--- src/rtl/insn_loader_if.sv ---
// Byte-stream input and instruction-memory write port of the boot loader.
// The master side is the stream source and memory; the slave side is the loader.
interface insn_loader_if;
    logic [7:0]  s_data;
    logic        s_valid;
    logic        s_ready;
    logic [31:0] addr;
    logic [31:0] din;
    logic        we;

    modport master (output s_data, s_valid, input s_ready, addr, din, we);
    modport slave  (input s_data, s_valid, output s_ready, addr, din, we);
endinterface

--- src/rtl/insn_loader.sv ---
// Boot loader: length-prefixed little-endian byte stream -> 32-bit instruction
// memory writes from address 0; holds the core in reset until the image is complete.
module insn_loader #(
    parameter int DEPTH = 12
) (
    input  logic         clk,
    input  logic         reset,
    insn_loader_if.slave bus,
    output logic         core_reset,
    output logic         done,
    output logic         error
);
    typedef enum logic [2:0] {HDR, DATA, WRITE, RUN, ERR} state_t;

    localparam int          WW  = DEPTH - 1;
    localparam logic [31:0] CAP = 32'd1 << (DEPTH - 2);

    state_t        state, state_n;
    logic [1:0]    bcnt, bcnt_n;
    logic [31:0]   len, len_n;
    logic [WW-1:0] widx, widx_n;
    logic [31:0]   addr_n, din_n, hdr;
    logic          we_n, core_reset_n, done_n, error_n;
    logic          take;

    assign bus.s_ready = (state == HDR) || (state == DATA) || (state == RUN);
    assign take        = bus.s_valid && bus.s_ready;
    // Full 32-bit length as it will be once the current (last) header byte lands.
    assign hdr         = {bus.s_data, len[23:0]};

    always_ff @(posedge clk or posedge reset) begin
        if (reset) begin
            state      <= HDR;
            bcnt       <= '0;
            len        <= '0;
            widx       <= '0;
            bus.we     <= 1'b0;
            bus.addr   <= '0;
            bus.din    <= '0;
            core_reset <= 1'b1;
            done       <= 1'b0;
            error      <= 1'b0;
        end else begin
            state      <= state_n;
            bcnt       <= bcnt_n;
            len        <= len_n;
            widx       <= widx_n;
            bus.we     <= we_n;
            bus.addr   <= addr_n;
            bus.din    <= din_n;
            core_reset <= core_reset_n;
            done       <= done_n;
            error      <= error_n;
        end
    end

    always_comb begin
        state_n      = state;
        bcnt_n       = bcnt;
        len_n        = len;
        widx_n       = widx;
        addr_n       = bus.addr;
        din_n        = bus.din;
        we_n         = 1'b0;
        done_n       = 1'b0;
        core_reset_n = core_reset;
        error_n      = error;
        case (state)
            HDR: if (take) begin
                len_n[{bcnt, 3'b000} +: 8] = bus.s_data;
                bcnt_n = bcnt + 2'd1;
                if (bcnt == 2'd3) begin
                    widx_n = '0;
                    if (hdr == 32'd0) begin
                        state_n      = RUN;
                        done_n       = 1'b1;
                        core_reset_n = 1'b0;
                    end else if (hdr > CAP) begin
                        state_n = ERR;
                        error_n = 1'b1;
                    end else begin
                        state_n = DATA;
                    end
                end
            end
            DATA: if (take) begin
                din_n[{bcnt, 3'b000} +: 8] = bus.s_data;
                bcnt_n = bcnt + 2'd1;
                if (bcnt == 2'd3) begin
                    state_n = WRITE;
                    we_n    = 1'b1;
                    addr_n  = 32'({widx, 2'b00});
                end
            end
            WRITE: begin
                // len >= 1 here, so len-1 cannot wrap.
                if (32'(widx) == len - 32'd1) begin
                    state_n      = RUN;
                    done_n       = 1'b1;
                    core_reset_n = 1'b0;
                end else begin
                    widx_n  = widx + 1'b1;
                    state_n = DATA;
                end
            end
            RUN: if (take) begin
                // First byte of a new image is header byte 0.
                state_n      = HDR;
                len_n        = {24'd0, bus.s_data};
                bcnt_n       = 2'd1;
                core_reset_n = 1'b1;
            end
            ERR: ;
            default: state_n = HDR;
        endcase
    end
endmodule

--- src/flat_wrapper.sv ---
// flat-port wrapper written by rule: the top's interface ports become plain ports
module insn_loader_flat 
#(
    parameter int DEPTH = 12
)
  (clk, reset, core_reset, done, error, bus_s_data, bus_s_valid, bus_s_ready, bus_addr, bus_din, bus_we);
  insn_loader_if bus_i ();
  input  logic clk;
  input  logic reset;
  output logic core_reset;
  output logic done;
  output logic error;
  input wire logic [$bits(bus_i.s_data)-1:0] bus_s_data;
  input wire logic [$bits(bus_i.s_valid)-1:0] bus_s_valid;
  output wire logic [$bits(bus_i.s_ready)-1:0] bus_s_ready;
  output wire logic [$bits(bus_i.addr)-1:0] bus_addr;
  output wire logic [$bits(bus_i.din)-1:0] bus_din;
  output wire logic [$bits(bus_i.we)-1:0] bus_we;
  assign bus_i.s_data = bus_s_data;
  assign bus_i.s_valid = bus_s_valid;
  assign bus_s_ready = bus_i.s_ready;
  assign bus_addr = bus_i.addr;
  assign bus_din = bus_i.din;
  assign bus_we = bus_i.we;
  insn_loader #(.DEPTH(DEPTH)) u_core (.clk(clk), .reset(reset), .bus(bus_i), .core_reset(core_reset), .done(done), .error(error));
endmodule
--- config.mk ---
export PLATFORM = sky130hd
export DESIGN_NAME = insn_loader_flat
export DESIGN_NICKNAME = d
export VERILOG_FILES = /design/src/rtl/insn_loader_if.sv /design/src/rtl/insn_loader.sv /design/src/flat_wrapper.sv
export SDC_FILE = /design/constraint.sdc
export NUM_CORES = 1
export LEC_CHECK = 0
export CAP_MARGIN = 20
export CORE_UTILIZATION = 45
export DETAILED_ROUTE_END_ITERATION = 7
export PLACE_DENSITY = 0.66
export SLEW_MARGIN = 20
export SYNTH_ARGS = -nofsm -noshare
export SYNTH_HDL_FRONTEND = slang
export SYNTH_SLANG_ARGS = --single-unit
--- constraint.sdc ---
create_clock -name clk -period 4.6 [get_ports clk]
set_input_delay 0.69 -clock clk [delete_from_list [all_inputs] [get_ports clk]]
set_output_delay 0.69 -clock clk [all_outputs]
set_load 0.005 [all_outputs]
# Yosys cells after proc, flatten, opt, wreduce, memory -nomap -nowiden
# Index checks and enable logic that the tools add are counted.
# word_totals
reg_bits,95
in_bits,11
output_inout_bits,69
word_cells,87
# op_classes
add_sub_neg,4
n_lt_le_gt_ge,1
eq_ne,15
shift,2
muxes,35
bitwise_logic,2
n_reduce_logical,18
# ops
cell,n
$bwmux W32,2
$mux W32,2
$pmux W32 S2,1
$mux W11,3
$eq A11 B32 Y1,1
$gt A32 B11 Y1 const B,1
$logic_not A32 Y1,1
$shift A8 B7 Y32 const A,1
$shiftx A8 B7 Y32,1
$sub A32 B1 Y32 const B,1
$pmux W11 S2,1
$mux W3,7
$pmux W3 S5,1
$mux W1,12
$reduce_and A6 Y1,2
$add A11 B1 Y11 const B,1
$ne A2 B1 Y1 const B,5
$reduce_and A3 Y1,3
$ne A2 B2 Y1 const B,4
$neg A5 Y7,1
$eq A3 B2 Y1 const B,2
$mux W2,3
$reduce_bool A2 Y1,3
$reduce_and A5 Y1,1
15 further kinds,17

# Longest topological paths before layout
# logic_depth
word_depth,6
ltp_mapped,12
mapped_depth_nobuf,10

# Worst setup path after synthesis
# No wires, ideal clock.
# synth_timing
path_kind,register -> register
from,reg u_core.len[1]
to,reg u_core.core_reset
setup_ns,0.078
arrival_ns,2.985
required_time_ns,4.522
slack_ns,1.537
path_stages_with_launch,13
n_path_buf,2
cell_sequence,dfrtp_1 > inv_1 > ha_1 > or3b_1 > clkbuf_1 > or4_1 > xnor2_1 > or3_1 > nor3_2 > and4_4 > buf_6 > o21ai_2 > a31o_1
# synth_via
elab_chain_len,4
# synth_lines
item,line,source
"start, declared",insn_loader.sv:20,"logic [31:0] len, len_n;"
"start signal, assigned",insn_loader.sv:46,len <= len_n;
$sub A32 B1 Y32,insn_loader.sv:97,if (32'(widx) == len - 32'd1) begin
$eq A11 B32 Y1,insn_loader.sv:97,
$ne A2 B1 Y1 (no source line),-,
$reduce_and A6 Y1 (no source line) (*),-,
"end signal, assigned",insn_loader.sv:51,core_reset <= core_reset_n;
"end, declared",insn_loader.sv:9,"output logic core_reset,"
# Mark *: on every way between the ends. The rest lies on a longest branch, timed or not.
# A chain may end at the register's enable or synchronous reset.

# Worst setup path after layout
# layout_timing
from,reg u_core.len[0]
to,reg u_core.widx[10]
# layout_via
elab_chain_len,4
# layout_lines
item,line,source
$sub A32 B1 Y32,insn_loader.sv:97,
$eq A11 B32 Y1,insn_loader.sv:97,
$ne A2 B2 Y1 (no source line),-,
$reduce_and A4 Y1 (no source line),-,
"end signal, assigned",insn_loader.sv:47,widx <= widx_n;
"end, declared",insn_loader.sv:21,"logic [WW-1:0] widx, widx_n;"
# No other way between the ends.

==> results.toml <==
[drt]
vias = 3930
drtIter0Drc = 169
post_drt_wl_per_cell_um = 16.9
routed_wl_mm = 11.7
ant_nets = 0
drcViolationCount = 0
vias_per_cell = 5.65
dr.pass1.iters = 4

[cells_and_area]
nets = 571
drive_above_1_share_pct = 6.62
syn2layout_area_growth_pct = 15.0
diodes = 0
fin_util_pct = 54.0

[clock_tree]
cts_buffers = 9
cts-resized-gates = 0
cts_sinks = 95
path_clk_slew_ps = 100
clk_path_buf_depth = 2
cts_tree = "yes"
cts_hold_buf = 0
post-cts-setup-buffer-count = 0
clk_latency_ps = 360
htreeDepth = 3
cts-root-buf = "clkbuf_8"

[timing]
rsz0062_at_grt = "no"
skew_ps = 15.2
finalSetupViolations = 0
tns_ps = 0
hold_viol = 0
finalCritPeriodShare_pct = 71.9
slew_headroom_pct = 31.2
slew_viol_final = 0
worst_pin_slew_ps = 1030
fmax_mhz = 302
layout_min_cycle_time_ps = 3310

[worst_setup_path]
crit_required_ps = 4880
cp_data_arrival_time_ps = 3590
worstSetupPathType = "register to register"
worst-path-max-fanout = 23
crit_buf_inv = 1
crit_family = "simple AND/OR/NAND/NOR gates"
critPathCaptureType = "register"
slowest_delay_ps = 520
path_cells = "inv_1, ha_1, or3b_1, or3_1, nor3_1, nand4b_1, a311oi_1, and4_4, or4_1, a21oi_1"
slowest_stage = "or4_1"
cp.depth = 10
start_kind = "register"
r2r_cells = 10

[yosys]
async_flop_share_pct = 100
synth-edff-count = 0
yosysTopAreaCellShare_pct = 48.0
syn_area_sq_um = 4900
yosys-top-cells-count = "nand2_1, dfrtp_1, o21ai_0"
synthCells = 513
yosysUniqueCellTypes = 56
synth.top_cells.by_area = "dfrtp_1, nand2_1, a22o_1, o21ai_0, buf_4"
yosys.area.top_type = "dfrtp_1"
avgSynthCellArea_sq_um = 9.54
yosys_warnings = 0
synth_most_common_cell = "nand2_1"
ys_ff_latch = 95
yosysSeqAreaShare_pct = 48.6
synth_ff_type = "dfrtp_1"

[power_and_ir_drop]
power_mw = 3.67
power.leakage_nw = 2.50
p_per_area_nw_per_um2 = 652
peakVddDrop_mv = 0.364

[floorplan]
fp.dieArea_sq_um = 11300
core_area_sq_um = 10400
die_x_um = 106
fp-row-count = 37
die_h_um = 106
initial_core_util_pct = 47.0
ioPinCount = 80

[placed_design]
dpl.hpwl_mm = 8.36
gp_congestion = 0.831
port_buffers = 58

[global_routing]
antenna_found_initial = 0
grt_start_max_net_pins = 38
first_global_vias = 3774
grt_overflow = 0
grt_pass1_wl_mm = 19.5
grt_use_total_pct = 22.3

[status]
status = "finished, final reports clean"

[min_path]
hold_depth = 1
hold_path.class = "register to register"

[run]
maxCapViolations = 0
-- stage by stage --
step / area [sq um] / hold WS [ps] / worst slack, ps / instances
after floorplan: 4970 / 451 / 1430 / 533
after CTS: 5630 / 472 / 1320 / 695
after detailed placement: 5460 / 448 / 1320 / 679
final: 5630 / 465 / 1290 / 695
after global placement: 5460 / 442 / 1370 / 679
after global routing: 5630 / 484 / 1060 / 695
-- flip-flops by register name (all words and copies together) (netlist names) --
signal,count
u_core.core_reset,1
u_core.bus.addr,11
u_core.error,1
u_core.len,32
u_core.bus.din,32
u_core.done,1
u_core.state,3
u_core.bus.we,1
u_core.widx,11
u_core.bcnt,2
-- kinds of logic after synthesis --
| group | after synthesis | share of synthesized area, % |
|---|---|---|
| fa+ha+maj | 6 | 1.53 |
| xor+xnor | 14 | 2.50 |
| flops | 95 | 48.6 |
| other cells | 1 | 0.0766 |
| compound gates | 122 | 16.9 |
| buf+inv | 59 | 6.52 |
| mux | 11 | 2.50 |
| simple gates | 205 | 21.4 |
-- path summary, 6_finish.rpt --
path	from	end	slack (ps)
max	u_core.len[0]	u_core.widx[10]	1290
min	u_core.error	u_core.error	460
max reg2reg	u_core.len[0]	u_core.widx[10]	1290
min reg2reg	u_core.error	u_core.error	460
max in group asynchronous	reset	u_core.len[11]	3110
min in group asynchronous	reset	u_core.bus.addr[2]	650
-- routing by layer --
layer / routed length [um] / vias up / GRT usage (%)
li1: - / 1885 / -
met1: 5510 / 1889 / 31.7
met2: 5280 / 131 / 33.3
met3: 670 / 25 / 3.74
met4: 278 / 0 / 10.2
met5: 0 / - / 0
-- power by group --
part,switching (mW),leakage [nW],internal [mW]
Combinational,0.962,1.11,0.907
Sequential,0.236,1.30,1.06
Clock,0.303,0.0870,0.200
Total,1.50,2.50,2.17
-- layout by cell type (no fill, tap or decap), drive strengths merged, types with 9 or more instances in the layout --
master          n
a22o           33
conb           21
nor2           10
nor3           18
nor4            9
o21ai          51
inv             9
clkdlybuf4s50  58
a21oi          10
clkbuf         10
nand2          98
or3            15
dfrtp          94
mux2           10
or4             9
-- final cells by class --
cell class              instances  area (sq um)
multi-input cells             379          2270
clock buffers                  10           128
well taps                     136           170
inverters                       8          31.3
fillers                       972          4790
repair buffers                 61           603
flip-flops and latches         95          2380
clock inverters                 6          43.8
No activity file was read; power rests on OpenSTA's default activity.
